## src/rtl/uart_tx_responder.sv

```systemverilog
// uart_tx_responder: memory-mapped 8N1 UART transmitter behind a valid/ready responder port.
// Optional build macro: UART_PARITY_EN adds a parity bit (DIV[16] selects 0 even / 1 odd).
// Ports:
//   clk, rst (async active-low)
//   memory_valid/instr/addr/wdata/wstrb : request, held stable until memory_ready
//   memory_rdata/memory_ready           : registered response, ready is a 1-cycle pulse
//   uart_tx                             : registered serial output, idle high
// Registers (addr[3:2]): 0 DATA (push), 1 STATUS, 2 DIV, 3 reserved.
module uart_tx_responder #(
  parameter int unsigned FIFO_DEPTH = 16,
  parameter int unsigned DIV_RESET  = 868
) (
  input  logic        clk,
  input  logic        rst,
  input  logic        memory_valid,
  input  logic        memory_instr,
  input  logic [31:0] memory_addr,
  input  logic [31:0] memory_wdata,
  input  logic [3:0]  memory_wstrb,
  output logic [31:0] memory_rdata,
  output logic        memory_ready,
  output logic        uart_tx
);
  localparam int unsigned PTR_W = (FIFO_DEPTH > 1) ? $clog2(FIFO_DEPTH) : 1;
  localparam int unsigned CNT_W = PTR_W + 1;

  localparam logic [1:0] REG_DATA   = 2'd0;
  localparam logic [1:0] REG_STATUS = 2'd1;
  localparam logic [1:0] REG_DIV    = 2'd2;

  typedef enum logic [2:0] {S_IDLE, S_START, S_DATA, S_PARITY, S_STOP} state_t;

  state_t           state_q, state_d;
  logic [15:0]      baud_q, baud_d;
  logic [2:0]       bit_q, bit_d;
  logic [7:0]       data_q, data_d;
  logic             tx_d;
  logic             pop;

  logic [7:0]       fifo_mem [FIFO_DEPTH];
  logic [PTR_W-1:0] wr_ptr, rd_ptr;
  logic [CNT_W-1:0] count;
  logic [15:0]      div_q;
`ifdef UART_PARITY_EN
  logic             par_odd;
`endif

  logic [1:0]  sel;
  logic        is_write, push_req, push, accept, fifo_full, fifo_empty;
  logic [31:0] rd_val;
  logic        unused;

  // Request decode; a DATA push into a full FIFO stalls until a slot frees
  assign sel        = memory_addr[3:2];
  assign is_write   = !memory_instr && (memory_wstrb != 4'd0);
  assign push_req   = is_write && (sel == REG_DATA) && memory_wstrb[0];
  assign fifo_full  = (count == CNT_W'(FIFO_DEPTH));
  assign fifo_empty = (count == '0);
  assign accept     = memory_valid && !memory_ready && !(push_req && fifo_full);
  assign push       = accept && push_req;
  assign unused     = ^{memory_addr[31:4], memory_addr[1:0], memory_wdata[31:16], memory_wstrb[3:2]};

  // Read mux, sampled on the accept cycle
  always_comb begin
    rd_val = '0;
    if (!memory_instr) begin
      case (sel)
        REG_STATUS: rd_val = {16'd0, 8'(count), 5'd0, fifo_full, fifo_empty, state_q != S_IDLE};
`ifdef UART_PARITY_EN
        REG_DIV:    rd_val = {15'd0, par_odd, div_q};
`else
        REG_DIV:    rd_val = {16'd0, div_q};
`endif
        default:    rd_val = '0;
      endcase
    end
  end

  // Bus response and DIV register
  always_ff @(posedge clk or negedge rst) begin
    if (!rst) begin
      memory_ready <= 1'b0;
      memory_rdata <= '0;
      div_q        <= 16'(DIV_RESET);
`ifdef UART_PARITY_EN
      par_odd      <= 1'b0;
`endif
    end else begin
      memory_ready <= accept;
      memory_rdata <= accept ? rd_val : '0;
      if (accept && is_write && (sel == REG_DIV)) begin
        if (memory_wstrb[0]) div_q[7:0]  <= memory_wdata[7:0];
        if (memory_wstrb[1]) div_q[15:8] <= memory_wdata[15:8];
`ifdef UART_PARITY_EN
        if (memory_wstrb[2]) par_odd     <= memory_wdata[16];
`endif
      end
    end
  end

  // FIFO storage (contents need no reset; pointers define validity)
  always_ff @(posedge clk) begin
    if (push) fifo_mem[wr_ptr] <= memory_wdata[7:0];
  end

  // FIFO pointers and occupancy
  always_ff @(posedge clk or negedge rst) begin
    if (!rst) begin
      wr_ptr <= '0;
      rd_ptr <= '0;
      count  <= '0;
    end else begin
      if (push) wr_ptr <= wr_ptr + PTR_W'(1);
      if (pop)  rd_ptr <= rd_ptr + PTR_W'(1);
      count <= count + CNT_W'(push) - CNT_W'(pop);
    end
  end

  // TX state register
  always_ff @(posedge clk or negedge rst) begin
    if (!rst) begin
      state_q <= S_IDLE;
      baud_q  <= '0;
      bit_q   <= '0;
      data_q  <= '0;
      uart_tx <= 1'b1;
    end else begin
      state_q <= state_d;
      baud_q  <= baud_d;
      bit_q   <= bit_d;
      data_q  <= data_d;
      uart_tx <= tx_d;
    end
  end

  // TX next-state; uart_tx only changes at bit boundaries, baud reloads from DIV each boundary
  always_comb begin
    state_d = state_q;
    baud_d  = baud_q;
    bit_d   = bit_q;
    data_d  = data_q;
    tx_d    = uart_tx;
    pop     = 1'b0;
    case (state_q)
      S_IDLE: begin
        tx_d = 1'b1;
        if (!fifo_empty) begin
          pop     = 1'b1;
          data_d  = fifo_mem[rd_ptr];
          baud_d  = div_q;
          state_d = S_START;
          tx_d    = 1'b0;
        end
      end
      S_START: begin
        if (baud_q == '0) begin
          baud_d  = div_q;
          bit_d   = '0;
          state_d = S_DATA;
          tx_d    = data_q[0];
        end else baud_d = baud_q - 16'd1;
      end
      S_DATA: begin
        if (baud_q == '0) begin
          baud_d = div_q;
          if (bit_q == 3'd7) begin
`ifdef UART_PARITY_EN
            state_d = S_PARITY;
            tx_d    = (^data_q) ^ par_odd;
`else
            state_d = S_STOP;
            tx_d    = 1'b1;
`endif
          end else begin
            bit_d = bit_q + 3'd1;
            tx_d  = data_q[bit_d];
          end
        end else baud_d = baud_q - 16'd1;
      end
`ifdef UART_PARITY_EN
      S_PARITY: begin
        if (baud_q == '0) begin
          baud_d  = div_q;
          state_d = S_STOP;
          tx_d    = 1'b1;
        end else baud_d = baud_q - 16'd1;
      end
`endif
      S_STOP: begin
        if (baud_q == '0) begin
          if (!fifo_empty) begin
            pop     = 1'b1;
            data_d  = fifo_mem[rd_ptr];
            baud_d  = div_q;
            state_d = S_START;
            tx_d    = 1'b0;
          end else begin
            state_d = S_IDLE;
            tx_d    = 1'b1;
          end
        end else baud_d = baud_q - 16'd1;
      end
      default: begin
        state_d = S_IDLE;
        tx_d    = 1'b1;
      end
    endcase
  end
endmodule

```

## config.mk

```make
export PLATFORM = sky130hd
export DESIGN_NAME = uart_tx_responder
export DESIGN_NICKNAME = d
export VERILOG_FILES = /design/src/rtl/uart_tx_responder.sv
export SDC_FILE = /design/constraint.sdc
export NUM_CORES = 1
export LEC_CHECK = 0
export ABC_AREA = 1
export BUFFER_PORTS_ARGS = -buffer_cell sky130_fd_sc_hd__buf_4
export CAP_MARGIN = 20
export CORE_MARGIN = 4
export CORE_UTILIZATION = 50
export CTS_CLUSTER_SIZE = 8
export DETAILED_ROUTE_END_ITERATION = 16
export PLACE_DENSITY = 0.69
export SLEW_MARGIN = 20
export SYNTH_ARGS = -nofsm -noshare
export SYNTH_HDL_FRONTEND = slang
export SYNTH_SLANG_ARGS = --single-unit
export TNS_END_PERCENT = 1
```

## constraint.sdc

```tcl
create_clock -name clk -period 6.8 [get_ports clk]
set_input_delay 0.68 -clock clk [delete_from_list [all_inputs] [get_ports clk]]
set_output_delay 0.68 -clock clk [all_outputs]
set_load 0.01 [all_outputs]
```

; Word-level counts from Yosys, hierarchy flattened
; Memories as Yosys holds them, arrays and structs flattened.
; Index checks and enable logic that the tools add are counted.
[word_totals]
reg_bits = 93
latch_bits = 0
ramBits = 128
romBits = 0
input_bits = 72
output_inout_bits = 34
word_cells = 95
n_memories = 1
[memory_table]
columns = name, depth, word_bits, read_ports, rd_clocked_by_memory_dff, write_ports, line_no
row1 = fifo_mem, 16, 8, 1, 0, 1, 40  ; logic [7:0] fifo_mem [FIFO_DEPTH];
[classes]
n_addsub = 6
multipliers = 0
div_mod_pow = 0
n_lt_le_gt_ge = 1
n_eq_ne = 13
n_shift = 0
muxes = 34
bitwise_logic = 0
n_reduce_logical = 28
[ops]
columns = cell, count
row1 = 32-bit two-way mux, 2
row2 = 16-bit two-way mux, 3
row3 = 16-bit one-hot mux with 3 select lines, 1
row4 = 16-bit one-hot mux with 2 select lines, 1
row5 = 3-bit two-way mux, 8
row6 = 16-bit logical NOT, 1
row7 = 8-bit two-way mux, 2
row8 = 8-bit one-hot mux with 2 select lines, 1
row9 = 16-bit by 1-bit subtractor with 16-bit output (second input constant), 1
row10 = 2-bit != test (second input constant), 6
row11 = 3-bit one-hot mux with 4 select lines, 1
row12 = 1-bit two-way mux, 11
row13 = 1-bit logical AND, 9
row14 = 4-bit by 1-bit adder with 4-bit output (second input constant), 2
row15 = 3-bit == test (second input constant), 2
row16 = 3-bit one-hot mux with 2 select lines, 1
row17 = 2-bit AND reduction, 3
row18 = 3-bit nonzero test, 2
row19 = 5-bit by 1-bit adder with 5-bit output, 1
row20 = 5-bit == test (second input constant), 1
row21 = 5-bit logical NOT, 1
row22 = 5-bit AND reduction, 1
row23 = 5-bit by 1-bit subtractor with 5-bit output, 1
row24 = 3-bit by 4-bit less-than comparator with 1-bit output (second input constant), 1
row25 = other kinds (16), 19

; Logic depth before layout (Yosys ltp)
; Gate-level depths: netlist of the first run.
[logic_depth]
depth_word = 10
ltp_mapped = 16
mapped_depth_nobuf = 15

; Least setup slack after synthesis of the first run
; OpenSTA, ideal clock, no wires.
[synth_timing]
path_type = input port to flip-flop
start = input port memory_addr[2]
end = register count[4]
setup_ns = 0.079
arrival_ns = 2.710
t_required_ns = 6.721
slack_ns = 4.011
cell_stages = 13
path_buffers = 0
path_cell_list = inv_1 > ha_1 > nand3_1 > nor2_1 > nor3_4 > nand2_4 > ha_1 > inv_1 > ha_1 > inv_1 > fa_1 > o21ai_0 > xor2_1
[synth_via]
elab_chain_cells = 9
[synth_rtl]
columns = element, line_no
row1 = from (decl), 17  ; input logic [31:0] memory_addr,
row2 = 2-bit logical NOT, 56  ; assign push_req = is_write && (sel == REG_DATA) && memory_wstrb[0];
row3 = 1-bit logical AND (2 in series), 56
row4 = 1-bit logical AND, 59  ; assign accept = memory_valid && !memory_ready && !(push_req && fifo_full);
row5 = 1-bit logical NOT, 59
row6 = 1-bit logical AND, 59
row7 = named net accept, 49  ; logic is_write, push_req, push, accept, fifo_full, fifo_empty;
row8 = 1-bit logical AND, 60  ; assign push = accept && push_req;
row9 = 5-bit by 1-bit adder with 5-bit output, 115  ; count <= count + CNT_W'(push) - CNT_W'(pop);
row10 = 5-bit by 1-bit subtractor with 5-bit output, 115
row11 = to (signal assigned), 115
row12 = to (decl), 42  ; logic [CNT_W-1:0] count;
; The timed path passes the listed nets, and every way through them passes these cells.
; A chain may end at the register's enable or synchronous reset.

; Final worst setup path of the first run
[layout_timing]
start = register baud_q[0]
end = register count[4]
[layout_via]
elab_chain_cells = 4
[layout_rtl]
columns = element, line_no
row1 = from (decl), 34  ; logic [15:0] baud_q, baud_d;
row2 = from (signal assigned), 129  ; baud_q <= baud_d;
row3 = 16-bit logical NOT, 190  ; if (baud_q == '0) begin
row4 = 1-bit two-way mux, 190
row5 = 1-bit one-hot mux with 2 select lines, 144  ; case (state_q)
row6 = 5-bit by 1-bit subtractor with 5-bit output, 115
; No other way between the ends.

==> reports/summary.txt, run 1 <==
Sequential Power Share - 0.432
Crit. End Element - flop
Syn avg cell area - 9.78 um2
Area of the die - 21,900 um2
CP Depth - 15
Unrepaired setup endpoints after global routing - no
Synth Flop Type - edfxtp_1
DRT iter0 DRCs - 613
Final Instance Area - 11,100 um2
Fillers - 1,651
Placer Congestion - 0.867
# diodes - 0
Post-CTS sizing - 0
Hold Path Class - input pin to async pin
DP Area - 10,200 um2
Total power - 3.60 mW
Sequential area share after synthesis - 0.589
Period minus WS final - 3.02 ns
IO buf count - 43
CTS tree - done
Synth area leader - edfxtp_1
Cell total after placement - 1,274
CP max FO - 14
Max-Cap Viols - 0
Largest delay share family, worst path - adder cells
Fin util - 0.582
Core area - 19,000 um2
GRT overflow - 0
DRC errors left - 0
H-tree Lvls - 1
Crit path from - baud_q[0]
Root buffer cell - clkbuf_16
Clock share of power - 0.364
Pwr/cell area - 325 nW/um2
Largest cells by area after synthesis - edfxtp_1 (39%), dfrtp_1 (18%), nand2_1 (8.6%)
Max-slew violations - 0
Final Setup Violations - 0
Post-route insts no fill - 1,328
Clock Sinks - 205
Clk_skew - 0.0125 ns
Worst skew pair latency - 0.54 ns
Yosys warning total - 0
Leakage power - 4.54 nW
Slew of the pin with the lowest slew margin - 0.938 ns
FF-to-FF Start - baud_q[0]
Register area - 5780 um2
Critical path class - flop to flop
Multi-input logic area - 3480 um2
Yosys top cell area share - 0.392
WL per Instance - 16.6 um
Max Fclk - 0.331 GHz
DRT Pass-1 Iters - 6
Maximum clock insertion buffer count - 3
CTS Buf Count - 29
Synthesis-to-finish area growth - 13.0%
Final hold vios - 0
Clock transition at path regs - 0.05 ns
ANT nets after route - 0
Worst Path Required - 7.27 ns
FF+latch count, synth - 205
Via density - 5.31
Vias in the first global route - 6,620
Post-synth EDFFs - 128
Initial antenna violation count - 0
Cells after Synth - 1,002
GRT Overall Usage - 0.201
CP max stage delay - 0.41 ns
Critical-path cell list - inv_1, ha_1, nand2_1, nor2_2, nand2_2, nand2_2, nand2_4, clkinv_4, ha_1, inv_1, ha_1, inv_1, fa_1, o21ai_0, xor2_1
Vias - 7,054
Top-level I/O count - 106
First-pass GRT wire length - 35,100 um
P_int - 2.49 mW
Fraction of registers with async set/reset - 0.376
Nets - 1,135
Ratio of cells with drive above 1 in the final layout - 0.125
Unique masters post-synth - 49
Rows - 50
Post-route setup TNS - 0 ns
Rel. slew slack - 0.374
DRT Wirelength - 22,100 um
Chip height - 148 um
Initial Util - 0.515
Final Cycle Share - 0.444
FF-to-FF path depth - 15
Largest net degree at the start of global routing - 78
Crit-path slowest cell - dfrtp_1
Sw Ratio - 0.310
WP data arrival - 3.49 ns
Worst vdd rail ir drop - 0.000236 V
Hold_buf cts - 0
Post-CTS setup buffer count - 0
Gate power share - 0.204
Synth Cell Area - 9800 um2
Outcome - finished clean
Crit start category - flop
Buf/Inv on CP - 4
HPWL after DPL - 14,200 um
Die X - 148 um
Sw Pwr - 1.12 mW
[power groups by stage]
| stage | clock, mW | combinational, mW | sequential [mW] |
|---|---|---|---|
| global route | 1.39 | 0.851 | 1.57 |
| detailed placement | 0 | 0.733 | 1.57 |
| finish | 1.31 | 0.734 | 1.56 |
| global placement | 0 | 0.718 | 1.57 |
| floorplan | 0 | 0.572 | 1.52 |
| CTS | 1.33 | 0.737 | 1.55 |
[state kept, by name, indices dropped and copies added, names as in the netlist, 4 cells and up]
| register | cells |
|---|---|
| count | 5 |
| rd_ptr | 4 |
| div_q | 16 |
| fifo_mem | 128 |
| baud_q | 16 |
| memory_rdata | 16 |
| wr_ptr | 4 |
| data_q | 8 |
[cell usage in the layout, fill, tap and decap left out, types with 15 or more instances in the layout]
cell type	netlist	layout
conb_1	1	16
a21oi_1	25	25
dfrtp_1	71	70
nand2_1	224	224
inv_1	67	67
o21ai_0	83	83
nand4_1	15	15
nand3_1	50	50
nor2_1	137	136
buf_4	17	45
edfxtp_1	128	128
clkbuf_16	0	29
clkbuf_1	14	24
ha_1	17	17
[worst reg2reg max path: cells and delay by family, from the launching register on]
kind,cells,cell delay (ns)
AO/OA/AOI/OAI,1,0.23
XOR/XNOR,1,0.15
adder cells (fa/ha/maj),4,1.04
buffers and inverters,4,0.40
flip-flops,1,0.41
AND/OR/NAND/NOR,5,0.70
[routing by layer]
layer	routed length, um	vias up	GRT usage
li1	-	3428	-
met1	9440	3337	0.286
met2	10600	249	0.326
met3	1560	40	0.0282
met4	539	0	0.0564
met5	0	-	0
[metrics by stage]
step	setup WS (ns)	hold slack, ns
after floorplan	4.01	0.384
after global placement	3.72	0.459
after detailed placement	3.66	0.461
after CTS	3.76	0.337
after global routing	3.52	0.240
final	3.78	0.184
[cells in the mapped netlist (6+ instances only)]
cell type / n
a21oi_2: 11
o211ai_1: 8
o21ai_1: 9
clkbuf_1: 14
ha_1: 17
buf_2: 11
buf_4: 17
dfstp_2: 6
nand2_1: 224
nand4_1: 15
edfxtp_1: 128
a21oi_1: 25
inv_2: 7
nor2_1: 137
dfrtp_1: 71
inv_1: 67
nand3_1: 50
o22ai_1: 11
nor3_1: 9
xor2_1: 14
o21ai_0: 83
[final timing paths]
check	to	slack, ns
min reg2reg	uart_tx	0.47
max reg2reg	count[4]	3.78
max	count[4]	3.78
max in group asynchronous	rd_ptr[0]	6.11
min	rd_ptr[3]	0.18
min in group clk	div_q[9]	0.35
[final cells by class]
| class | instances | share of cell area |
|---|---|---|
| flip-flops and latches | 205 | 0.522 |
| inverters | 78 | 0.0271 |
| multi-input cells | 685 | 0.315 |
| clock inverters | 1 | 0.00181 |
| repair buffers | 46 | 0.0315 |
| clock buffers | 53 | 0.0737 |
| well taps | 260 | 0.0294 |
[kinds of logic (layout without fill, tap and decap cells)]
kind of cell    Yosys count  count (layout)  synth area share
other cells               1              16          0.000383
buf+inv                 127             178            0.0611
simple gates            472             472             0.216
compound gates          160             160            0.0925
xor+xnor                 19              19            0.0170
fa+ha+maj                18              18            0.0237
flops                   205             205             0.589
Note: power is estimated with default switching activity, not from simulation.
==> inputs of run 2 (changes only) <==
clock period = 2.8 ns   (was 6.8 ns; I/O delays follow)
==> reports/summary.txt, run 2 (synthesis gave the netlist of run 1 again) <==
Max reg flops - 128 (unchanged)
Unrepaired setup endpoints after global routing - no (unchanged)
Period minus WS final - 2.55 ns (was 3.02 ns)
Max Fclk - 0.393 GHz (was 0.331 GHz)
Clock transition at path regs - 0.05 ns (about the same)
Max-Cap Viols - 0 (unchanged)
Vias - 7,280 (was 7,054)
Crit path from - baud_q[0] (unchanged)
H-tree Lvls - 1 (unchanged)
Top-level I/O count - 106 (unchanged)
DRT Wirelength - 23,100 um (was 22,100 um)
Multi-input logic area - 3490 um2 (was 3480 um2)
Commonest cells after routing, fill and taps aside - nand2_1 (223), nor2_1 (136), edfxtp_1 (128) (was nand2_1 (224), nor2_1 (136), edfxtp_1 (128))
Slew of the pin with the lowest slew margin - 0.527 ns (was 0.938 ns)
HPWL after DPL - 15,400 um (was 14,200 um)
Critical path class - flop to flop (unchanged)
Crit. End Element - flop (unchanged)
Nets - 1,179 (was 1,135)
WHS Endpoint - div_q[1]
CTS Buf Count - 29 (unchanged)
Hold_sp - memory_wdata[1]
First-pass GRT wire length - 36,300 um (was 35,100 um)
WP data arrival - 3.02 ns (was 3.49 ns)
DRT iter0 DRCs - 572 (was 613)
Post-route setup TNS - 0 ns (unchanged)
DRT Pass-1 Iters - 4 (was 6)
Clk_skew - 0.0145 ns (was 0.0125 ns)
Final Cycle Share - 0.909 (was 0.444)
Reg2reg end - count[4] (unchanged)
# diodes - 0 (unchanged)
DP Worst Slack - 0.0810 ns (was 3.66 ns)
Vias in the first global route - 6,854 (was 6,620)
WL per Instance - 16.8 um (was 16.6 um)
Initial Util - 0.515 (unchanged)
Register area - 5780 um2 (unchanged)
IO buf count - 43 (unchanged)
Rel. slew slack - 0.649 (was 0.374)
DRC errors left - 0 (unchanged)
Most common cell after layout, fill and taps aside - nand2_1 (unchanged)
Synthesis-to-finish area growth - 16.9% (was 13.0%)
Fillers - 1,588 (was 1,651)
Root buffer cell - clkbuf_16 (unchanged)
Pwr/cell area - 778 nW/um2 (was 325 nW/um2)
Clock Sinks - 205 (unchanged)
Worst Path Required - 3.28 ns (was 7.27 ns)
CTS tree - done (unchanged)
FF-to-FF path depth - 15 (unchanged)
Rows - 50 (unchanged)
Placer Congestion - 0.884 (was 0.867)
ANT nets after route - 0 (unchanged)
FF-to-FF Start - baud_q[0] (unchanged)
Crit start category - flop (unchanged)
Via density - 5.31 (about the same)
Initial antenna violation count - 0 (unchanged)
GRT overflow - 0 (unchanged)
Outcome - finished clean (unchanged)
Hold-critical path depth - 3
Largest net degree at the start of global routing - 78 (unchanged)
Ratio of cells with drive above 1 in the final layout - 0.156 (was 0.125)
CP max FO - 4 (was 14)
Leakage power - 4.77 nW (was 4.54 nW)
Chip height - 148 um (unchanged)
Maximum clock insertion buffer count - 3 (unchanged)
Die X - 148 um (unchanged)
Final Setup Violations - 0 (unchanged)
Max-slew violations - 0 (unchanged)
Worst vdd rail ir drop - 0.000561 V (was 0.000236 V)
Reg-to-reg slack, setup - 0.25 ns (was 3.78 ns)
Hold Path Class - input pin to flop (was input pin to async pin)
Largest Register - fifo_mem (unchanged)
Final Instance Area - 11,500 um2 (was 11,100 um2)
DP Area - 10,500 um2 (was 10,200 um2)
GRT Overall Usage - 0.209 (was 0.201)
Final worst slack - 0.255 ns (was 3.78 ns)
Area of the die - 21,900 um2 (unchanged)
Fin util - 0.602 (was 0.582)
Final hold vios - 0 (unchanged)
Worst skew pair latency - 0.55 ns (was 0.54 ns)
Core area - 19,000 um2 (unchanged)
run 2: cell types whose count changed in the layout (fill, tap and decap cells not counted), sizes merged:
cell,before,now
buf,46,81
dlygate4sd3,0,9
run 2: layer usage:
layer	part of all wire	GRT usage	up-vias
met5	0	0	-
met3	0.070	0.0337	39
li1	-	-	3509
met2	0.48	0.339	260
met4	0.024	0.0550	0
met1	0.43	0.297	3472
run 2: repair_timing:
action,in CTS,in global routing
hold buffers,9,0
hold endpoints to repair,79,0
resized for setup,0,6
setup buffers,0,1
endpoints found under the setup margin,0,1
run 2: power by group:
part | switching, mW | total [mW] | internal [mW]
combinational | 1.27 | 1.96 | 0.691
sequential | 0.245 | 3.72 | 3.48
clock | 1.26 | 3.23 | 1.96
run 2: how the worst max path moves through the flow:
stage,to,slack (ns)
5_1_grt,count[4],0.07
6_report,count[4],0.25
3_3_place_gp,count[4],0.15
4_1_cts,count[4],0.07
2_1_floorplan,count[4],0.10
3_5_place_dp,count[4],0.08
run 2: final cells by class:
type | instances | share of cell area
sequential | 205 | 0.504
multi-input combinational | 685 | 0.305
clock buffer | 53 | 0.0721
timing repair buffer | 90 | 0.0620
tap | 260 | 0.0284
inverter | 78 | 0.0262
clock inverter | 1 | 0.00175
run 2: critical path, stage by stage, from the launching register on:
cell and delay [ns]:
dfrtp_1 0.42, inv_2 0.08, ha_1 0.22, nand2_2 0.13, nor2_4 0.06, nand2_2 0.08
nand2_2 0.07, nand2_4 0.09, clkinv_4 0.06, ha_1 0.28, inv_1 0.06, ha_1 0.15
inv_1 0.06, fa_1 0.39, o21ai_1 0.17, xor2_1 0.15
run 2: per-stage QoR:
step	power, mW	hold WS [ns]	std cells
floorplan	5.09	-0.0156	1017
global placement	5.65	0.336	1308
detailed placement	5.71	0.344	1308
CTS	8.96	0.0575	1371
global route	9.41	0.0747	1372
finish	8.91	0.0753	1372
